===== src/rtl/joy_pad_responder_if.sv =====
// rtl/joy_pad_responder_if.sv - host/pad serial bus: clock, command, select, data, /ACK
interface joy_pad_responder_if;
    logic joy_clk;
    logic joy_cmd;
    logic joy_att;
    logic joy_data;
    logic joy_ack;

    modport master (
        output joy_clk,
        output joy_cmd,
        output joy_att,
        input  joy_data,
        input  joy_ack
    );

    modport slave (
        input  joy_clk,
        input  joy_cmd,
        input  joy_att,
        output joy_data,
        output joy_ack
    );
endinterface


===== src/rtl/joy_pad_responder.sv =====
// rtl/joy_pad_responder.sv - game pad poll responder; JOY_PAD_ANALOG_EN adds ID 0x73 and four stick bytes
module joy_pad_responder #(
    parameter int ACK_DELAY = 16,
    parameter int ACK_WIDTH = 8
) (
    input  logic                 clk,
    input  logic                 rst,
    joy_pad_responder_if.slave   joy,
    input  logic [15:0]          buttons,
    input  logic [31:0]          stick,
    output logic [7:0]           rx_byte,
    output logic                 rx_valid,
    output logic                 poll_done
);

`ifdef JOY_PAD_ANALOG_EN
    localparam logic [7:0] PAD_ID   = 8'h73;
    localparam logic [3:0] LAST_IDX = 4'd8;
`else
    localparam logic [7:0] PAD_ID   = 8'h41;
    localparam logic [3:0] LAST_IDX = 4'd4;
`endif

    localparam logic [7:0] DELAY_M1 = 8'(ACK_DELAY - 1);
    localparam logic [7:0] WIDTH_M1 = 8'(ACK_WIDTH - 1);

    typedef enum logic [2:0] {
        IDLE, RX_BYTE, ACK_WAIT, ACK_PULSE, DONE, IGNORE
    } state_t;

    state_t      state;
    logic [1:0]  clk_sync, cmd_sync, att_sync;
    logic        clk_prev;
    logic [1:0]  sync_fill;
    logic        armed;
    logic [2:0]  bit_cnt;
    logic [3:0]  byte_idx;
    logic [7:0]  delay_cnt;
    logic [7:0]  tx_shift, rx_shift;
    logic [15:0] btn_snap;
    logic [31:0] stick_snap;
    logic        data_q, ack_q;

    logic clk_s, cmd_s, att_s, rise, fall;
    logic [7:0] rx_next;

    assign clk_s   = clk_sync[1];
    assign cmd_s   = cmd_sync[1];
    assign att_s   = att_sync[1];
    assign rise    = clk_s & ~clk_prev;
    assign fall    = ~clk_s & clk_prev;
    assign rx_next = {cmd_s, rx_shift[6:0]};

    assign joy.joy_data = data_q;
    assign joy.joy_ack  = ack_q;

    function automatic logic [7:0] resp_byte(input logic [3:0] idx,
                                             input logic [15:0] btn,
                                             input logic [31:0] stk);
        case (idx)
            4'd0:    return 8'hFF;
            4'd1:    return PAD_ID;
            4'd2:    return 8'h5A;
            4'd3:    return ~btn[7:0];
            4'd4:    return ~btn[15:8];
            4'd5:    return stk[7:0];
            4'd6:    return stk[15:8];
            4'd7:    return stk[23:16];
            4'd8:    return stk[31:24];
            default: return 8'hFF;
        endcase
    endfunction

    // armed only rises once a genuine high select has passed through the
    // synchronizer, so a select held low across reset is not answered.
    always_ff @(posedge clk or posedge rst) begin
        if (rst) begin
            clk_sync  <= 2'b11;
            cmd_sync  <= 2'b11;
            att_sync  <= 2'b11;
            clk_prev  <= 1'b1;
            sync_fill <= 2'b00;
            armed     <= 1'b0;
        end else begin
            clk_sync  <= {clk_sync[0], joy.joy_clk};
            cmd_sync  <= {cmd_sync[0], joy.joy_cmd};
            att_sync  <= {att_sync[0], joy.joy_att};
            clk_prev  <= clk_s;
            sync_fill <= {sync_fill[0], 1'b1};
            armed     <= armed | (sync_fill[1] & att_s);
        end
    end

    always_ff @(posedge clk or posedge rst) begin
        if (rst) begin
            state      <= IDLE;
            data_q     <= 1'b1;
            ack_q      <= 1'b1;
            rx_byte    <= 8'h00;
            rx_valid   <= 1'b0;
            poll_done  <= 1'b0;
            bit_cnt    <= 3'd0;
            byte_idx   <= 4'd0;
            delay_cnt  <= 8'd0;
            tx_shift   <= 8'h00;
            rx_shift   <= 8'h00;
            btn_snap   <= 16'h0000;
            stick_snap <= 32'h0000_0000;
        end else begin
            rx_valid  <= 1'b0;
            poll_done <= 1'b0;
            if (att_s) begin
                // deselect wins over everything, including a same-cycle edge
                state    <= IDLE;
                data_q   <= 1'b1;
                ack_q    <= 1'b1;
                bit_cnt  <= 3'd0;
                byte_idx <= 4'd0;
            end else begin
                case (state)
                    IDLE: begin
                        data_q <= 1'b1;
                        ack_q  <= 1'b1;
                        if (armed) begin
                            state    <= RX_BYTE;
                            byte_idx <= 4'd0;
                            bit_cnt  <= 3'd0;
                            tx_shift <= 8'hFF;
                        end
                    end
                    RX_BYTE: begin
                        if (fall) begin
                            data_q <= tx_shift[bit_cnt];
                        end else if (rise) begin
                            rx_shift[bit_cnt] <= cmd_s;
                            bit_cnt           <= bit_cnt + 3'd1;
                            if (bit_cnt == 3'd7) begin
                                rx_byte  <= rx_next;
                                rx_valid <= 1'b1;
                                byte_idx <= byte_idx + 4'd1;
                                if (byte_idx == 4'd1) begin
                                    btn_snap   <= buttons;
                                    stick_snap <= stick;
                                end
                                if ((byte_idx == 4'd0 && rx_next != 8'h01) ||
                                    (byte_idx == 4'd1 && rx_next != 8'h42)) begin
                                    state  <= IGNORE;
                                    data_q <= 1'b1;
                                end else if (byte_idx == LAST_IDX) begin
                                    state     <= DONE;
                                    data_q    <= 1'b1;
                                    poll_done <= 1'b1;
                                end else begin
                                    state     <= ACK_WAIT;
                                    delay_cnt <= DELAY_M1;
                                end
                            end
                        end
                    end
                    ACK_WAIT: begin
                        if (delay_cnt == 8'd0) begin
                            state     <= ACK_PULSE;
                            ack_q     <= 1'b0;
                            delay_cnt <= WIDTH_M1;
                        end else begin
                            delay_cnt <= delay_cnt - 8'd1;
                        end
                    end
                    ACK_PULSE: begin
                        if (delay_cnt == 8'd0) begin
                            state    <= RX_BYTE;
                            ack_q    <= 1'b1;
                            bit_cnt  <= 3'd0;
                            tx_shift <= resp_byte(byte_idx, btn_snap, stick_snap);
                        end else begin
                            delay_cnt <= delay_cnt - 8'd1;
                        end
                    end
                    DONE, IGNORE: begin
                        data_q <= 1'b1;
                        ack_q  <= 1'b1;
                    end
                    default: state <= IDLE;
                endcase
            end
        end
    end

endmodule


===== src/flat_wrapper.sv =====
// flat-port wrapper written by rule: the top's interface ports become plain ports
module joy_pad_responder_flat 
#(
    parameter int ACK_DELAY = 16,
    parameter int ACK_WIDTH = 8
)
  (clk, rst, buttons, stick, rx_byte, rx_valid, poll_done, joy_joy_clk, joy_joy_cmd, joy_joy_att, joy_joy_data, joy_joy_ack);
  joy_pad_responder_if joy_i ();
  input  logic clk;
  input  logic rst;
  input  logic [15:0] buttons;
  input  logic [31:0] stick;
  output logic [7:0] rx_byte;
  output logic rx_valid;
  output logic poll_done;
  input wire logic [$bits(joy_i.joy_clk)-1:0] joy_joy_clk;
  input wire logic [$bits(joy_i.joy_cmd)-1:0] joy_joy_cmd;
  input wire logic [$bits(joy_i.joy_att)-1:0] joy_joy_att;
  output wire logic [$bits(joy_i.joy_data)-1:0] joy_joy_data;
  output wire logic [$bits(joy_i.joy_ack)-1:0] joy_joy_ack;
  assign joy_i.joy_clk = joy_joy_clk;
  assign joy_i.joy_cmd = joy_joy_cmd;
  assign joy_i.joy_att = joy_joy_att;
  assign joy_joy_data = joy_i.joy_data;
  assign joy_joy_ack = joy_i.joy_ack;
  joy_pad_responder #(.ACK_DELAY(ACK_DELAY), .ACK_WIDTH(ACK_WIDTH)) u_core (.clk(clk), .rst(rst), .joy(joy_i), .buttons(buttons), .stick(stick), .rx_byte(rx_byte), .rx_valid(rx_valid), .poll_done(poll_done));
endmodule

===== config.mk =====
export PLATFORM = sky130hd
export DESIGN_NAME = joy_pad_responder_flat
export DESIGN_NICKNAME = d
export VERILOG_FILES = /design/src/rtl/joy_pad_responder_if.sv /design/src/rtl/joy_pad_responder.sv /design/src/flat_wrapper.sv
export SDC_FILE = /design/constraint.sdc
export NUM_CORES = 1
export LEC_CHECK = 0
export ABC_AREA = 0
export CAP_MARGIN = 20
export CORE_MARGIN = 3
export CORE_UTILIZATION = 50
export CTS_CLUSTER_DIAMETER = 40
export CTS_CLUSTER_SIZE = 25
export DETAILED_ROUTE_END_ITERATION = 10
export GPL_ROUTABILITY_DRIVEN = 0
export PLACE_DENSITY = 0.75
export SYNTH_ARGS = -nofsm -noshare
export SYNTH_HDL_FRONTEND = slang
export SYNTH_SLANG_ARGS = --single-unit

===== constraint.sdc =====
create_clock -name clk -period 5.4 [get_ports clk]
set_clock_uncertainty 0.2 [all_clocks]
set_input_delay 0.81 -clock clk [delete_from_list [all_inputs] [get_ports clk]]
set_output_delay 0.81 -clock clk [all_outputs]
set_load 0.05 [all_outputs]

==> results list <==
* Instance count along the most critical hold path: 0
- In the routed design, unresolved DRC markers number 0.
* Overall via count from detail_route: between 3000 and 4000
- The min-delay analysis places its worst path in the category flip-flop to flip-flop.
- Root buffer cell: sky130_fd_sc_hd__clkbuf_8
- In this run, distinct cell masters in the synthesized netlist total 67.
- Max capacitance violation total: 0
- Sequential share of the synthesized area: between 50% and 60%
- Compared with the post-synthesis result, the final layout area differs by 18.4%.
- Power share of the clock group: between 20 and 30%
* Antenna violations before repair: 0
- Most frequently used cell type in the post-synthesis netlist: sky130_fd_sc_hd__dfrtp_1
- In this run, synthesis inferred 0 flip-flops with an integrated enable.
- Max Clk Rate: ~340 MHz
- The final count of pins violating max slew was 0.
- Post-Syn Instances: between 400 and 500
* Total routing usage reported by global routing: between 10% and 20%
* Leakage power figure: about 2.4 nW
* Largest driver fanout on the critical path: 29
* Number of top-level pins: 65
- Violation count after the first detailed-route iteration: around 190
- Via count of the first global-routing pass: around 3500
- Net count of the mapped netlist: about 480
- Switching power as a share of total power: around 29%
* Half-perimeter wire length of the detailed placement result: between 7 and 8 mm
* TritonCTS Buffers: 9
* Number of clock sinks: 103
* Final global-route overflow total: 0
- Arrival @ worst endpoint: between 3 and 4 ns
* Largest net degree at the start of global routing: 74
- Synthesis inferred ~100 register bits.
- STA classifies the critical path startpoint as a flip-flop.
- Cell Rows: 35
- The flow ran to the end, and the final reports show no timing, DRC or antenna violations.
- The biggest area contributor in the post-synthesis netlist is sky130_fd_sc_hd__dfrtp_1.
* Worst Path Class, Setup: flip-flop to flip-flop
- The synthesized netlist occupies a cell area of 4940 um2.
- Relative slew slack: between 40 and 50%
* Port Buffer Count: 64
- Total internal power: between 1 and 1.5 mW
- Total power for the finished layout comes to between 1.5 and 2 mW.
- For this block, the routed nets add up to 10.0 mm of wire.
- The post-route netlist has 22.5% of its cells at a drive strength greater than 1.
- Final net count: between 500 and 600
- For this run, the leading register cell type out of synthesis is sky130_fd_sc_hd__dfrtp_1.
- The clock passes through at most 2 buffers.
* Total setup buffers inserted after CTS: 0
- Hold bufs inserted after CTS: 0
- Async S/R FF share, synth: between 90% and 100%
- The final critical path takes up 55.1% of the cycle.
* CTS tree: yes
* H-tree level count: 3
- Each instance of the synthesized netlist takes up on average around 12 um2.
- The worst path needs 2.98 ns of the cycle, external delays included.
- First-pass GRT wire length: roughly 17 mm
- Worst vdd rail ir drop: 0.000144 V
* Top cells by area, synth: sky130_fd_sc_hd__dfrtp_1, sky130_fd_sc_hd__mux2_2, sky130_fd_sc_hd__dfstp_2
* Total area of multi-input combinational cells: approximately 2200 um2
* Initial Util: 52.4%
- Ranked by instance count, the synthesized netlist is headed by sky130_fd_sc_hd__dfrtp_1, sky130_fd_sc_hd__mux2_2, sky130_fd_sc_hd__nor2_1.
* Total Die Area: between 10000 and 15000 um2
- After synthesis, the largest area contributor takes up about 48% of total cell area.
- Per-cell routed wire length: 16.5 um
- Via/cell ratio: approximately 5.6
* Fill count: about 760
- Clock insertion delay at the later pin of the skew report: approximately 0.38 ns
- In this run the power density over the cells is 272 nW/um2.
- Fraction of the core area covered by cells at the end of the flow: 62.1%
- Antenna Nets Post-Route: 0
* Setup repair after global routing missed its margin: false
- The first detailed-routing pass ran for 5 iterations.
- At the pin with the least slew margin, the transition time is a little under 0.9 ns.
- Combined flip-flop and latch cell area: around 2600 um2
- Measured in cells, the most critical reg-to-reg path has a length of 6.
- Crit path capture type: flip-flop
- Placeable core area: roughly 9400 um2
- Total inserted antenna cells: 0
* Combinational fraction of design power: ~15%
* Number of gates resized after CTS: 0
* Final count of hold timing violations: 0
- WP data required: 5.47 ns
* Switch Pwr: around 460 uW
* Sequential fraction of design power: a little under three fifths
- Setup violations remaining at the end of the flow were counted as 0.
- The Yosys step of the flow raised 0 warnings.
* CTS clk-pin slew, worst paths: around 0.11 ns
* Die width: between 100 and 150 um
* Setup total negative slack: 0 ns
- In this run the vertical extent of the chip is roughly 110 um.
==> worst max-delay path: stages, from the launching register on <==
cell and delay (ns):
sky130_fd_sc_hd__dfrtp_1 0.44, sky130_fd_sc_hd__inv_1 0.11, sky130_fd_sc_hd__ha_1 0.47, sky130_fd_sc_hd__nor3b_1 0.56, sky130_fd_sc_hd__nand2_2 0.45, sky130_fd_sc_hd__buf_12 0.31, sky130_fd_sc_hd__mux2_1 0.33
==> registers in the layout, summed over array words and instances (netlist names), 2 cells and up <==
| signal | flops |
|---|---|
| u_core.byte_idx | 4 |
| u_core.rx_byte | 8 |
| u_core.tx_shift | 8 |
| u_core.bit_cnt | 3 |
| u_core.stick_snap | 32 |
| u_core.cmd_sync | 2 |
| u_core.btn_snap | 16 |
| u_core.att_sync | 2 |
| u_core.delay_cnt | 8 |
| u_core.clk_sync | 2 |
| u_core.sync_fill | 2 |
| u_core.rx_shift | 7 |
| u_core.state | 3 |
==> routing by layer <==
| layer | part of all wire, % | routed length, um | global-route usage, % |
|---|---|---|---|
| met5 | 0 | 0 | 0 |
| met2 | 47 | 4770 | 29.9 |
| met4 | 1.2 | 123 | 5.81 |
| met3 | 5.1 | 515 | 4.59 |
| met1 | 46 | 4630 | 25.5 |
==> cell usage in the layout, fill, tap and decap left out, types with 3 or more instances in the layout <==
cell type,n
sky130_fd_sc_hd__dfrtp_1,94
sky130_fd_sc_hd__clkdlybuf4s50_1,64
sky130_fd_sc_hd__mux2_2,60
sky130_fd_sc_hd__nor2_1,30
sky130_fd_sc_hd__a21oi_1,22
sky130_fd_sc_hd__nand2_1,20
sky130_fd_sc_hd__inv_1,16
sky130_fd_sc_hd__o21ai_0,15
sky130_fd_sc_hd__nand3_1,14
sky130_fd_sc_hd__nor3_1,10
sky130_fd_sc_hd__clkbuf_8,9
sky130_fd_sc_hd__dfstp_2,9
sky130_fd_sc_hd__ha_1,8
sky130_fd_sc_hd__a31oi_1,7
sky130_fd_sc_hd__a22oi_1,6
sky130_fd_sc_hd__nand2b_1,6
sky130_fd_sc_hd__o22a_1,4
sky130_fd_sc_hd__mux2_1,4
sky130_fd_sc_hd__inv_6,4
sky130_fd_sc_hd__o31ai_1,3
sky130_fd_sc_hd__nor2b_1,3
sky130_fd_sc_hd__a32oi_1,3
sky130_fd_sc_hd__a221oi_1,3
sky130_fd_sc_hd__nor3b_1,3
sky130_fd_sc_hd__a211oi_1,3
==> logic make-up after synthesis <==
family,after synthesis,synth area share (%)
xor gates and xnor gates,2,0.355
other,1,0.0760
muxes,70,16.5
and+or+nand+nor,105,11.5
AOI/OAI and AO/OA,91,13.3
adders and majority gates,8,2.03
buffers and inverters,41,3.80
DFF,103,52.4
==> through the flow <==
| stage | std cells | area [um2] | worst slack (ns) | hold slack, ns |
|---|---|---|---|---|
| floorplan | 421 | 4940 | 1.70 | 0.131 |
| global placement | 592 | 5630 | 2.28 | 0.137 |
| detailed placement | 592 | 5630 | 2.16 | 0.148 |
| CTS | 608 | 5820 | 2.16 | 0.160 |
| global route | 610 | 5840 | 2.24 | 0.167 |
| finish | 610 | 5840 | 2.42 | 0.159 |
==> final cells by class <==
type / instances / share of cell area, %
timing repair buffer: 67 / 11.5
inverter: 18 / 1.20
clock inverter: 6 / 1.07
multi-input combinational: 277 / 37.0
clock buffer: 10 / 2.18
sequential: 103 / 44.3
tap: 129 / 2.76
==> worst paths after layout <==
kind                                    start            endpoint  slack [ns]
setup / recovery           u_core.byte_idx[1]  u_core.btn_snap[7]        2.42
hold / removal             u_core.att_sync[0]  u_core.att_sync[1]        0.16
setup reg to reg           u_core.byte_idx[1]  u_core.btn_snap[7]        2.42
hold reg to reg            u_core.att_sync[0]  u_core.att_sync[1]        0.16
max in group asynchronous                 rst  u_core.clk_sync[0]        3.27
min in group asynchronous                 rst  u_core.btn_snap[5]        0.76
==> power groups by stage <==
stage               sequential (mW)  combinational (mW)  clock, mW
finish                        0.880               0.240      0.469
global route                  0.888               0.267      0.511
CTS                           0.879               0.239      0.485
detailed placement            0.893               0.239          0
global placement              0.890               0.232          0
floorplan                     0.876               0.175          0
Note: power is estimated with default switching activity, not from simulation.
